--- src/rtl/fft_pkg.sv ---
// Shared types and constants for the single-path delay-feedback FFT stage controller.
package fft_pkg;

    localparam int FFT_DEPTH_DEFAULT = 16;

    typedef enum logic [1:0] {
        IDLE  = 2'd0,
        FILL  = 2'd1,
        BFLY  = 2'd2,
        DRAIN = 2'd3
    } fft_state_t;

endpackage

--- src/rtl/fft_sdf_ctrl.sv ---
// SDF FFT stage controller: sequences delay-buffer fill, butterfly and drain phases.
// Optional build macro FFT_CTRL_STATS_EN adds a saturating 16-bit completed-frame counter.
module fft_sdf_ctrl
    import fft_pkg::*;
#(
    parameter int DEPTH = FFT_DEPTH_DEFAULT,
    parameter int CW    = $clog2(DEPTH)
) (
    input  logic          clk,
    input  logic          rst,
    input  logic          din_valid,
    input  logic          flush,
    output logic          din_ready,
    output logic          sr_shift_en,
    output logic          bfly_en,
    output logic [CW-1:0] tw_idx,
    output logic          dout_valid,
    output logic          frame_done,
    output logic          busy
`ifdef FFT_CTRL_STATS_EN
    ,
    output logic [15:0]   frame_cnt
`endif
);

    localparam logic [CW-1:0] CNT_LAST = CW'(DEPTH - 1);

    fft_state_t    state, state_nx;
    logic [CW-1:0] cnt, cnt_nx;
    logic          out_pending, out_pending_nx;
    logic          frame_done_nx;
    logic          accept;
    logic          cnt_last;

    assign din_ready   = (state != DRAIN);
    assign accept      = din_valid && din_ready;
    assign cnt_last    = (cnt == CNT_LAST);
    assign busy        = (state != IDLE);
    assign sr_shift_en = accept || (state == DRAIN);
    assign bfly_en     = accept && (state == BFLY);
    assign tw_idx      = (state == BFLY) ? cnt : '0;
    assign dout_valid  = (accept && (state == BFLY))
                       || (accept && (state == FILL) && out_pending)
                       || (state == DRAIN);

    always_comb begin
        // NOTE: every next-state signal gets a default before the case so no path leaves it unassigned and infers a latch.
        state_nx       = state;
        cnt_nx         = cnt;
        out_pending_nx = out_pending;
        frame_done_nx  = 1'b0;
        unique case (state)
            IDLE: begin
                if (accept) begin
                    state_nx = FILL;
                    cnt_nx   = CW'(1);
                end
            end
            FILL: begin
                if (accept) begin
                    if (cnt_last) begin
                        state_nx       = BFLY;
                        cnt_nx         = '0;
                        out_pending_nx = 1'b0;
                        frame_done_nx  = out_pending;
                    end else begin
                        cnt_nx = cnt + CW'(1);
                    end
                // A drain only starts on a frame boundary with previous differences still buffered.
                end else if ((cnt == '0) && out_pending && flush) begin
                    state_nx = DRAIN;
                end
            end
            BFLY: begin
                if (accept) begin
                    if (cnt_last) begin
                        state_nx       = FILL;
                        cnt_nx         = '0;
                        out_pending_nx = 1'b1;
                    end else begin
                        cnt_nx = cnt + CW'(1);
                    end
                end
            end
            DRAIN: begin
                if (cnt_last) begin
                    state_nx       = IDLE;
                    cnt_nx         = '0;
                    out_pending_nx = 1'b0;
                    frame_done_nx  = out_pending;
                end else begin
                    cnt_nx = cnt + CW'(1);
                end
            end
            default: begin
                state_nx       = IDLE;
                cnt_nx         = '0;
                out_pending_nx = 1'b0;
            end
        endcase
    end

    always_ff @(posedge clk) begin
        // NOTE: sequential state uses non-blocking assignments so every register samples pre-edge values.
        if (rst) begin
            state       <= IDLE;
            cnt         <= '0;
            out_pending <= 1'b0;
            frame_done  <= 1'b0;
        end else begin
            state       <= state_nx;
            cnt         <= cnt_nx;
            out_pending <= out_pending_nx;
            frame_done  <= frame_done_nx;
        end
    end

`ifdef FFT_CTRL_STATS_EN
    always_ff @(posedge clk) begin
        if (rst) begin
            frame_cnt <= '0;
        end else if (frame_done && (frame_cnt != 16'hFFFF)) begin
            frame_cnt <= frame_cnt + 16'd1;
        end
    end
`endif

endmodule
--- config.mk ---
export PLATFORM = sky130hd
export DESIGN_NAME = fft_sdf_ctrl
export DESIGN_NICKNAME = d
export VERILOG_FILES = /design/src/rtl/fft_pkg.sv /design/src/rtl/fft_sdf_ctrl.sv
export SDC_FILE = /design/constraint.sdc
export NUM_CORES = 1
export LEC_CHECK = 0
export ABC_AREA = 1
export CAP_MARGIN = 15
export CORE_UTILIZATION = 49
export CTS_CLUSTER_DIAMETER = 120
export DETAILED_ROUTE_END_ITERATION = 10
export GPL_ROUTABILITY_DRIVEN = 0
export GPL_TIMING_DRIVEN = 0
export PLACE_DENSITY = 0.77
export SYNTH_ARGS = -nofsm -noshare
export SYNTH_HDL_FRONTEND = slang
export SYNTH_SLANG_ARGS = --single-unit
--- constraint.sdc ---
create_clock -name clk -period 1.8 [get_ports clk]
set_clock_uncertainty 0.1 [all_clocks]
set_input_delay 0.45 -clock clk [delete_from_list [all_inputs] [get_ports clk]]
set_output_delay 0.45 -clock clk [all_outputs]
set_load 0.02 [all_outputs]
# Word level (Yosys, flattened, before mapping)
# Cells that the tools add are included.
[op_classes] n_addsub=1 eq_ne=13 muxes=21 n_reduce_logical=17
[op_table] cell="two-way mux 4 bit" count=4
[op_table] cell="two-way mux 2 bit" count=7
[op_table] cell="inequality test 2 bit (second input constant)" count=6
[op_table] cell="case mux 4 bit (3 select lines)" count=1
[op_table] cell="case mux 2 bit (4 select lines)" count=1
[op_table] cell="logical AND 1 bit" count=6
[op_table] cell="two-way mux 1 bit" count=6
[op_table] cell="AND reduction 6 bit" count=1
[op_table] cell="adder 4 x 1 -> 4 bit (second input constant)" count=1
[op_table] cell="equality test 2 bit (second input constant)" count=2
[op_table] cell="equality test 4 bit (second input constant)" count=1
[op_table] cell="logical NOT 4 bit" count=1
[op_table] cell="AND reduction 4 bit" count=1
[op_table] cell="logical OR 1 bit" count=3
[op_table] cell="inequality test 3 x 2 -> 1 bit (second input constant)" count=1
[op_table] cell="inequality test 3 bit (second input constant)" count=1
[op_table] cell="case mux 1 bit (3 select lines)" count=1
[op_table] cell="nonzero test 3 bit" count=1
[op_table] cell="equality test 2 x 1 -> 1 bit (second input constant)" count=1
[op_table] cell="logical NOT 2 bit" count=1
[op_table] cell="inequality test 2 x 1 -> 1 bit (second input constant)" count=1
[op_table] cell="case mux 1 bit (2 select lines)" count=1
[op_table] cell="AND reduction 2 bit" count=1
[op_table] cell="nonzero test 2 bit" count=1
[op_table] cell="OR reduction 2 bit" count=1
[word_totals] reg_bits=8 input_bits=4 out_inout_bits=10 word_cells=56

# Depth between registers and ports, before layout
# Gate-level depths: netlist of the first run.
[depth] ltp_word=6 ltp_mapped=10 mapped_depth_nobuf=10

# Least setup slack after synthesis of the first run
# Ideal clock, no wire load.
[synth_path] kind="reg2out" start="reg state[0]" end="out dout_valid" t_arrival_ns=1.413 t_required_ns=1.250 setup_slack_ns=-0.163 stages_incl_launch_ff=8 path_buffers=1 path_cell_list="dfxtp_1 inv_1 ha_1 buf_6 inv_1 nor2_1 nor2_1 o21ai_0"
[synth_via] elab_cells_between_ends=10 classes_between="4 x eq/ne; 6 x reduce/logical"
[synth_lines] item="start, declared" line_no="fft_sdf_ctrl.sv:28" rtl="fft_state_t state, state_nx;"
[synth_lines] item="start signal, assigned" line_no="fft_sdf_ctrl.sv:111" rtl="state <= state_nx;"
[synth_lines] item="inequality test 2 bit" line_no="fft_sdf_ctrl.sv:35" rtl="assign din_ready = (state != DRAIN);"
[synth_lines] item="logical AND 1 bit" line_no="fft_sdf_ctrl.sv:36" rtl="assign accept = din_valid && din_ready;"
[synth_lines] item="logical AND 1 bit (*)"
[synth_lines] item="via bfly_en" line_no="fft_sdf_ctrl.sv:15" rtl="output logic bfly_en,"
[synth_lines] item="logical OR 1 bit (*)" line_no="fft_sdf_ctrl.sv:43" rtl="|| (accept && (state == FILL) && out_pending)"
[synth_lines] item="logical OR 1 bit (*)" line_no="fft_sdf_ctrl.sv:44" rtl="|| (state == DRAIN);"
[synth_lines] item="end, declared" line_no="fft_sdf_ctrl.sv:17" rtl="output logic dout_valid,"
# The timed path passes the listed nets; every way through them passes the cells marked *.

# Worst setup path in the final report of the first run
[layout_path] start="reg state[1]" end="out dout_valid"
[layout_via] elab_chain_len=6 elab_cells_between_ends=10 classes_between="4 x eq/ne; 6 x reduce/logical"
[layout_rtl] item="inequality test 2 bit" line_no="fft_sdf_ctrl.sv:35"
[layout_rtl] item="logical AND 1 bit" line_no="fft_sdf_ctrl.sv:36"
[layout_rtl] item="logical AND 1 bit (2 in series)" line_no="fft_sdf_ctrl.sv:43"
[layout_rtl] item="logical OR 1 bit" line_no="fft_sdf_ctrl.sv:43"
[layout_rtl] item="logical OR 1 bit (*)" line_no="fft_sdf_ctrl.sv:44"
# Every way passes the cells marked *; elsewhere a longest branch is shown, timed or not.

==> results of run 1 <==
stage by stage:
stage	utilization [%]	power (mW)	instances
2_1_floorplan	-	0.8501	106
5_1_grt	80.96	1.665	148
3_3_place_gp	64.71	1.043	134
4_1_cts	68.75	1.270	141
3_5_place_dp	64.71	1.063	134
6_report	80.96	1.555	148
state kept, by name (all words and copies together) (netlist names):
register     cells
cnt              4
frame_done       1
state            2
out_pending      1
cell type report:
class | instances | area (um^2)
fill | 82 | 247.7
inverter | 22 | 85.08
tap | 15 | 18.77
sequential | 8 | 167.7
timing repair buffer | 25 | 225.2
multi-input combinational | 75 | 534.3
clock buffer | 3 | 22.52
path summary, 6_finish.rpt:
path                                     to  cells after the start
worst max-delay path             dout_valid                      7
worst max register to register       cnt[1]                      8
worst min-delay path            out_pending                      2
worst min register to register  out_pending                      2
routing by layer:
| metal | global-route usage [%] | share of wire (%) |
|---|---|---|
| met1 | 31.97 | 44 |
| met3 | 10.23 | 4.3 |
| met5 | 0 | 0 |
| met2 | 32.38 | 51 |
| met4 | 2.586 | 1.2 |
worst register-to-register path: cells and delay by family (launching register included):
kind                     cells  cell delay [ns]
AND/OR/NAND/NOR              2             0.28
AO/OA/AOI/OAI                2             0.33
buffers and inverters        3             0.32
flip-flops                   1             0.41
adder cells (fa/ha/maj)      1             0.27
placed cells by master (no fill, tap or decap), drive strengths merged, types with 2 or more instances in the layout:
cell type / instances
nand2: 27
inv: 22
buf: 20
nor2: 15
dfxtp: 8
ha: 8
o21ai: 7
a21oi: 6
nand3: 6
clkbuf: 4
clkdlybuf4s50: 3
nand4: 2
kinds of logic after synthesis:
logic type | Yosys count
adders and majority gates | 8
xor gates and xnor gates | 1
DFF | 8
AOI/OAI and AO/OA | 16
and+or+nand+nor | 50
buffers and inverters | 23
power by group through the flow:
stage	combinational [mW]	sequential [mW]	clock, mW
6_report	1.08	0.333	0.139
5_1_grt	1.17	0.340	0.153
4_1_cts	0.824	0.303	0.143
3_5_place_dp	0.777	0.286	0
3_3_place_gp	0.761	0.282	0
2_1_floorplan	0.581	0.269	0
what timing repair did:
| item | 4_1_cts | 5_1_grt |
|---|---|---|
| gates resized for setup | 48 | 35 |
| hold buffers | 0 | 0 |
| endpoints found under the hold margin | 0 | 0 |
| pin swaps | 4 | 5 |
| setup buffers | 4 | 8 |
| endpoints found under the setup margin | 9 | 7 |
==> results by group, run 1 <==
Route
  – Vias per std cell: 5.311
  – Vias: 786
  – Routed wire per std cell: roughly 13 um
  – Initial drt markers: 22
  – DR pass1 iterations: 4
  – Drt total wl: a little under 2000 um
  – Post-route ant nets: 0
  – DR DRC count: 0

Synth
  – Register area share after synthesis: 23.32%
  – Synth Area in Simple Gates: 31.69%
  – Post-synthesis compound-gate area fraction: 15.48%
  – Top-area cell type share of the netlist area: a little under a quarter
  – Cells after synthesis: ~110
  – Most frequent cell after synthesis: nand2_1
  – EDFF count, synth: 0
  – Xor-xnor portion of the synthesized cell area: under 10%
  – Synth Cell Area: about 690 um^2
  – Largest family of logic cells by synthesized area: simple AND/OR/NAND/NOR gates
  – Most instantiated cells after synthesis: 26 x nand2_1, 22 x inv_1, 14 x nor2_1, 8 x dfxtp_1, 8 x ha_1
  – Async set-reset flop share out of synthesis: 0%
  – Yosys top cell by area: dfxtp_1
  – Post-Synth Adder-Cell Area: between 10% and 20%
  – Synthesized area per cell: ~6.5 um^2
  – Multiplexer area fraction after synthesis: 0%
  – Synth cell types: 18
  – Yosys Warn Count: 0
  – Synth Net Count: 118
  – Top post-synthesis cells by area: dfxtp_1 23%, ha_1 15%, nand2_1 14%
  – Flops & latches, synth: 8
  – Most common flop cell mapped by yosys: dfxtp_1

Placement
  – Dpl hpwl: between 1000 and 1500 um
  – Post-placement cell area: 842.1 um^2
  – Input/output buffers: 13
  – Dpl ws: -0.7605 ns

Layout
  – Final net count: 147
  – Design Area, Final: ~1100 um^2
  – Share of cells above drive strength 1: between 40% and 50%
  – P&R area growth vs syn: 53.37%
  – N_diodes: 0

Setup path
  – Cell breakdown of the critical path: ha_4 -> inv_2 -> nand2_2 -> nor2_2 -> nor2_1 -> o21ai_2 -> buf_6
  – Worst path top cell family by delay: flip-flops
  – Setup crit start: state[1]
  – Worst stage delay on the critical path: roughly 0.42 ns
  – Slowest cell on the critical path: dfxtp_4
  – CP Buf/Inv Count: 2
  – Reg2reg setup slack: 0.03 ns
  – Worst R2R Start: state[0]
  – CP required: between 1 and 1.5 ns
  – Kind of start point of the critical path: flip-flop
  – CP max FO: 6
  – CP Class: reg2out
  – Arrival @ worst endpoint: 1.36 ns
  – Crit path capture type: output pin

STA
  – Setup TNS: -0.1120 ns
  – RSZ-0062 raised after global routing: true
  – Slew HR: between 70% and 80%
  – Fmax: around 0.52 GHz
  – Count of final setup violators: 1
  – Crit share post-route: 106.2%
  – Final hold vios: 0
  – Tmin final: ~1.9 ns
  – Hold slack: between 0.3 and 0.4 ns
  – Worst-Margin Slew: roughly 0.32 ns
  – Final worst slack: -0.1120 ns
  – Final slew viol count: 0

Floorplan
  – I/O Pins: 14
  – Die X-Extent: just under 40 um
  – Row count: 13
  – Die H: 39.44 um
  – Core Area: 1301 um^2
  – Die ar.: about 1600 um^2
  – Initial core utilization: 52.79%

Global route
  – First-pass GRT wire length: 2339 um
  – Largest net degree at the start of global routing: 9
  – Initial antenna violation count: 0
  – Global Route Usage Sum: 22.82%
  – Grt total ovfl: 0
  – Vias in the first global route: about 540

Hold path
  – Worst hold path class: reg2reg
  – Hold_sp: out_pending

CTS
  – # clock sinks: 8
  – Root buffer cell: clkbuf_4
  – CTS tree: yes
  – CTS Buffer Depth: 2
  – CTS buffer count: 3
  – Clock Latency Late Sink: 0.26 ns
  – Worst-path clk slew: around 0.05 ns
  – H-tree depth: 1

Run status
  – Failing checks: negative setup slack
  – Outcome: finished, violations left

Pwr
  – Psw: ~0.76 mW
  – Comb power frac: 69.6%
  – Leak: about 0.55 nW
  – PD cells: between 1000 and 1500 nW/um^2
  – P_int: 0.7910 mW
  – Switching portion of total power: slightly below 50%
  – Power share of the clock group: around 9.0%
  – Peak VDD IR: about 1.2 mV
  – Flop pwr share: a little over a fifth

Flow run
  – Max-cap violations: 0
Power figures use the tool's default switching activity.
==> run 2, diff against run 1 <==
- SETUP_SLACK_MARGIN: default -> 0.5
==> run 2 against run 1 <==
  * Maximum frequency fell by 1.4%
  * Via count rose by 11%
  * Critical endpoint unchanged
  * Hold slack gained 0.057 ns
  * Combinational power rose by 41%
  * Highest routed layer unchanged
  * Die area did not move
  * Total power grew 30%
  * The flow still finishes with violations (negative setup slack)
  * Sequential share of layout area is 2.0 points lower
  * Non-clock buffer count rose by 7
  * Final area increased by 16%
  * Core utilization up 13 points
==> results by group, run 2 (same netlist as run 1, synthesis figures left out) <==
STA
  – Final worst slack: -0.1398 ns
  – Worst-Margin Slew: ~0.31 ns
  – RSZ-0062 raised after global routing: true
  – Crit share post-route: 107.8%
  – Slew HR: 79.51%
  – Final slew viol count: 0
  – Count of final setup violators: 8
  – Final hold vios: 0
  – Fmax: 0.5155 GHz
  – Tmin final: 1.940 ns

CTS
  – Root buffer cell: clkbuf_4
  – CTS tree: yes
  – CTS buffer count: 3
  – CTS Buffer Depth: 2
  – Worst-path clk slew: approximately 0.060 ns
  – Clock Latency Late Sink: ~0.26 ns
  – H-tree depth: 1
  – # clock sinks: 8

Route
  – Post-route ant nets: 0
  – Initial drt markers: 26
  – Vias: 869
  – Vias per std cell: around 5.6
  – DR pass1 iterations: 4
  – DR DRC count: 0
  – Routed wire per std cell: roughly 17 um
  – Drt total wl: 2650 um

Global route
  – Grt total ovfl: 0
  – Initial antenna violation count: 0
  – Largest net degree at the start of global routing: 9
  – First-pass GRT wire length: a little over 3000 um
  – Vias in the first global route: slightly above 700
  – Global Route Usage Sum: 30.24%

Pwr
  – Peak VDD IR: between 1 and 1.5 mV
  – Leak: around 0.56 nW
  – PD cells: approximately 1700 nW/um^2

Floorplan
  – I/O Pins: 14
  – Core Area: between 1000 and 1500 um^2
  – Die X-Extent: 39.44 um
  – Row count: 13
  – Die ar.: around 1600 um^2
  – Initial core utilization: between 50% and 60%
  – Die H: 39.44 um

Layout
  – Most common cell after layout, fill and taps aside: nand2_1
  – Max reg flops: 4
  – P&R area growth vs syn: 77.60%
  – Largest Register: cnt
  – Core Util, Final: 93.75%
  – Biggest regs: cnt (4), state (2)
  – Share of cells above drive strength 1: just under 60%
  – Most frequent cells in the layout: 21 x nand2_1, 13 x buf_6, 13 x buf_4, 10 x inv_1, 8 x nor2_1
  – Final net count: 154
  – N_diodes: 0
  – Fillers: 46

Placement
  – Dpl hpwl: 1177 um
  – Dpl ws: -0.8806 ns
  – Input/output buffers: 13

Flow run
  – Max-cap violations: 0

Setup path
  – Arrival @ worst endpoint: between 1 and 1.5 ns
  – Crit path capture type: output pin
  – CP required: approximately 1.3 ns
  – Kind of start point of the critical path: flip-flop
  – CP max FO: 7
  – CP Class: reg2out

Run status
  – Failing checks: negative setup slack
  – Outcome: finished, violations left

Hold path
  – Worst hold path class: reg2reg
## run 2: per-layer routing
layer / vias to the layer above / part of all wire [%] / GRT usage (%)
met3: 8 / 5.7 / 9.091
li1: 407 / - / -
met1: 417 / 40 / 38.78
met2: 37 / 52 / 51.23
met5: - / 0 / 0
met4: 0 / 2.4 / 1.724
## run 2: power breakdown
group,switching [mW],total [mW],internal (mW)
Combinational,0.832,1.52,0.692
Sequential,0.104,0.339,0.235
Clock,0.0695,0.155,0.0854
## run 2: critical path: stages (launching register included)
cell and delay (ns):
dfxtp_4 0.42, buf_4 0.14, ha_4 0.18, nand2_2 0.09, o21ai_4 0.15, buf_6 0.13
## run 2: per-stage QoR
stage                     setup TNS (ns)  hold WS [ns]  instance area (um^2)  std cells  power [mW]
after global placement            -2.678        0.3862                 902.1        134       1.142
after CTS                        -0.3827        0.4155                  1146        152       1.695
after detailed placement          -2.910        0.3949                 902.1        134       1.161
final                            -0.6047        0.4516                  1220        156       2.018
after floorplan                        0        0.3613                 753.2        106      0.9491
after global routing             -0.9746        0.4798                  1220        156       2.100
## run 2: final cells by class
type | count | area [um^2] | share of cell area (%)
repair buffers | 31 | 277.8 | 22.77
clock buffers | 4 | 26.28 | 2.154
plain buffers | 1 | 15.01 | 1.231
well taps | 15 | 18.77 | 1.538
flip-flops and latches | 8 | 170.2 | 13.95
multi-input cells | 75 | 613.1 | 50.26
inverters | 22 | 98.84 | 8.103
## run 2: path summary, 6_finish.rpt
kind | slack (ns) | cells after the start | end | from
min reg2reg | 0.45 | 2 | out_pending | out_pending
min | 0.45 | 2 | out_pending | out_pending
max | -0.14 | 5 | dout_valid | state[0]
max reg2reg | 0.04 | 9 | state[0] | state[0]
## run 2: what timing repair did
action                                  CTS  global route
hold buffers                              0             0
endpoints found under the setup margin   18            17
pin swaps                                 5             4
gates resized for setup                  86            15
buffers inserted                         14             4
==> run 3, diff against run 2 <==
- REMOVE_ABC_BUFFERS: default -> 1
==> run 3 against run 2 <==
  * The flow still finishes with violations (negative setup slack)
  * Setup slack better by 0.060 ns
  * Critical endpoint unchanged
  * Final area stayed put
  * Sequential cell count is the same
  * Final cell count shrank 0.64%
  * Critical path depth unchanged
  * Largest power group unchanged
  * Clock power fell by 8%
  * Maximum frequency is 3.2% higher
==> results by group, run 3 (same netlist as run 1, synthesis figures left out) <==
Route
  – DR DRC count: 0
  – Vias per std cell: 6.026
  – Drt total wl: 2960 um
  – Initial drt markers: between 40 and 50
  – Post-route ant nets: 0
  – DR pass1 iterations: 4
  – Vias: between 900 and 1000
  – Routed wire per std cell: approximately 19 um

CTS
  – # clock sinks: 8
  – CTS buffer count: 3
  – CTS Buffer Depth: 2
  – CTS tree: yes
  – Clock Latency Late Sink: around 0.27 ns
  – # hold bufs at CTS: 0
  – Worst-path clk slew: ~0.06 ns
  – Root buffer cell: clkbuf_4
  – H-tree depth: 1

STA
  – Final slew viol count: 0
  – Final hold vios: 0
  – Crit share post-route: 104.4%
  – Count of final setup violators: 4
  – Slew HR: between 70% and 80%
  – RSZ-0062 raised after global routing: true
  – Setup TNS: -0.1497 ns
  – Fmax: around 0.53 GHz
  – Final worst slack: -0.07964 ns
  – Tmin final: between 1.5 and 2 ns
  – Worst-Margin Slew: ~0.38 ns

Floorplan
  – Die X-Extent: slightly below 40 um
  – Core Area: 1301 um^2
  – Row count: 13
  – Die H: 39.44 um
  – Initial core utilization: approximately 53%
  – I/O Pins: 14
  – Die ar.: around 1600 um^2

Global route
  – Vias in the first global route: between 700 and 800
  – Met3 Use GR: roughly 18%
  – First-pass GRT wire length: around 3600 um
  – Grt total ovfl: 0
  – Layer with the highest usage: met2
  – GRT met1 Usage: between 40 and 50%
  – Initial antenna violation count: 0
  – Global Route Usage Sum: between 30% and 40%
  – Largest net degree at the start of global routing: 9
  – GR Layer Usage met2: 55.33%

Placement
  – Dpl ws: -0.7983 ns
  – Dpl hpwl: approximately 1200 um
  – Placed cells: roughly 130
  – Input/output buffers: 13

Hold path
  – Hold_sp: out_pending
  – Worst hold stages: 2
  – Hold Path End: out_pending
  – Worst hold path class: reg2reg

Setup path
  – CP max FO: 6
  – Worst reg2reg path depth: 10
  – CP required: around 1.3 ns
  – CP Class: reg2out
  – Kind of start point of the critical path: flip-flop
  – Arrival @ worst endpoint: 1.33 ns
  – Worst R2R Start: state[1]
  – Reg2reg setup slack: roughly 0.02 ns
  – Reg-to-Reg End: state[1]
  – Crit path capture type: output pin

Pwr
  – PD cells: about 1700 nW/um^2
  – Peak VDD IR: 1.324 mV
  – Leak: ~0.56 nW
  – Design Power: 2.016 mW

Run status
  – Failing checks: negative setup slack
  – Outcome: finished, violations left

Layout
  – Final net count: roughly 150
  – Most frequent cells in the layout: 19 x nand2_1, 15 x buf_6, 13 x buf_4
  – Final std cells w/o fill: between 150 and 200
  – Largest Register: cnt
  – Share of cells above drive strength 1: roughly three fifths
  – Most common cell after layout, fill and taps aside: nand2_1
  – Biggest regs: cnt (4), state (2)
  – P&R area growth vs syn: 77.60%
  – Max reg flops: 4
  – N_diodes: 0

Flow run
  – Max-cap violations: 0
[run 3: how the worst max path moves through the flow]
stage,start,end,slack [ns]
2_1_floorplan,state[0],dout_valid,-0.24
3_3_place_gp,din_valid,dout_valid,-0.79
3_5_place_dp,din_valid,dout_valid,-0.80
4_1_cts,state[1],dout_valid,-0.05
5_1_grt,state[1],dout_valid,-0.14
6_report,state[1],dout_valid,-0.08
[run 3: stage by stage]
step | hold WS, ns | util [%] | cell area [um^2]
after detailed placement | 0.3922 | 63.37 | 824.5
after global placement | 0.3801 | 63.37 | 824.5
after floorplan | 0.3564 | - | 675.6
after CTS | 0.4101 | 87.69 | 1141
final | 0.4035 | 93.75 | 1220
after global routing | 0.4226 | 93.75 | 1220
[run 3: layer usage]
metal  wire length [um]  up-vias
met5                  0        -
met4                135        0
met3                351       18
met2               1400       82
met1               1072      432
li1                   -      402
[run 3: repair_timing]
item,in CTS,in global routing
buffers inserted,13,6
resized for setup,119,15
pin swaps,17,13
setup endpoints to repair,18,17
[run 3: where the power goes]
| part | switching [mW] | internal (mW) | total [mW] |
|---|---|---|---|
| registers | 0.110 | 0.236 | 0.346 |
| clock network | 0.0664 | 0.0767 | 0.143 |
| logic | 0.829 | 0.698 | 1.53 |
| total | 1.01 | 1.01 | 2.02 |
[run 3: critical path: stages, from the launching register on]
cell     delay, ns
dfxtp_4       0.39
ha_4          0.21
nor2_4        0.12
nand2_1       0.07
o21ai_1       0.12
buf_4         0.15
[run 3: final cells by class]
cell class	count	area (um^2)
fill	42	81.33
inverter	22	92.59
clock buffer	3	22.52
timing repair buffer	32	295.3
sequential	8	170.2
tap	15	18.77
multi-input combinational	75	620.6
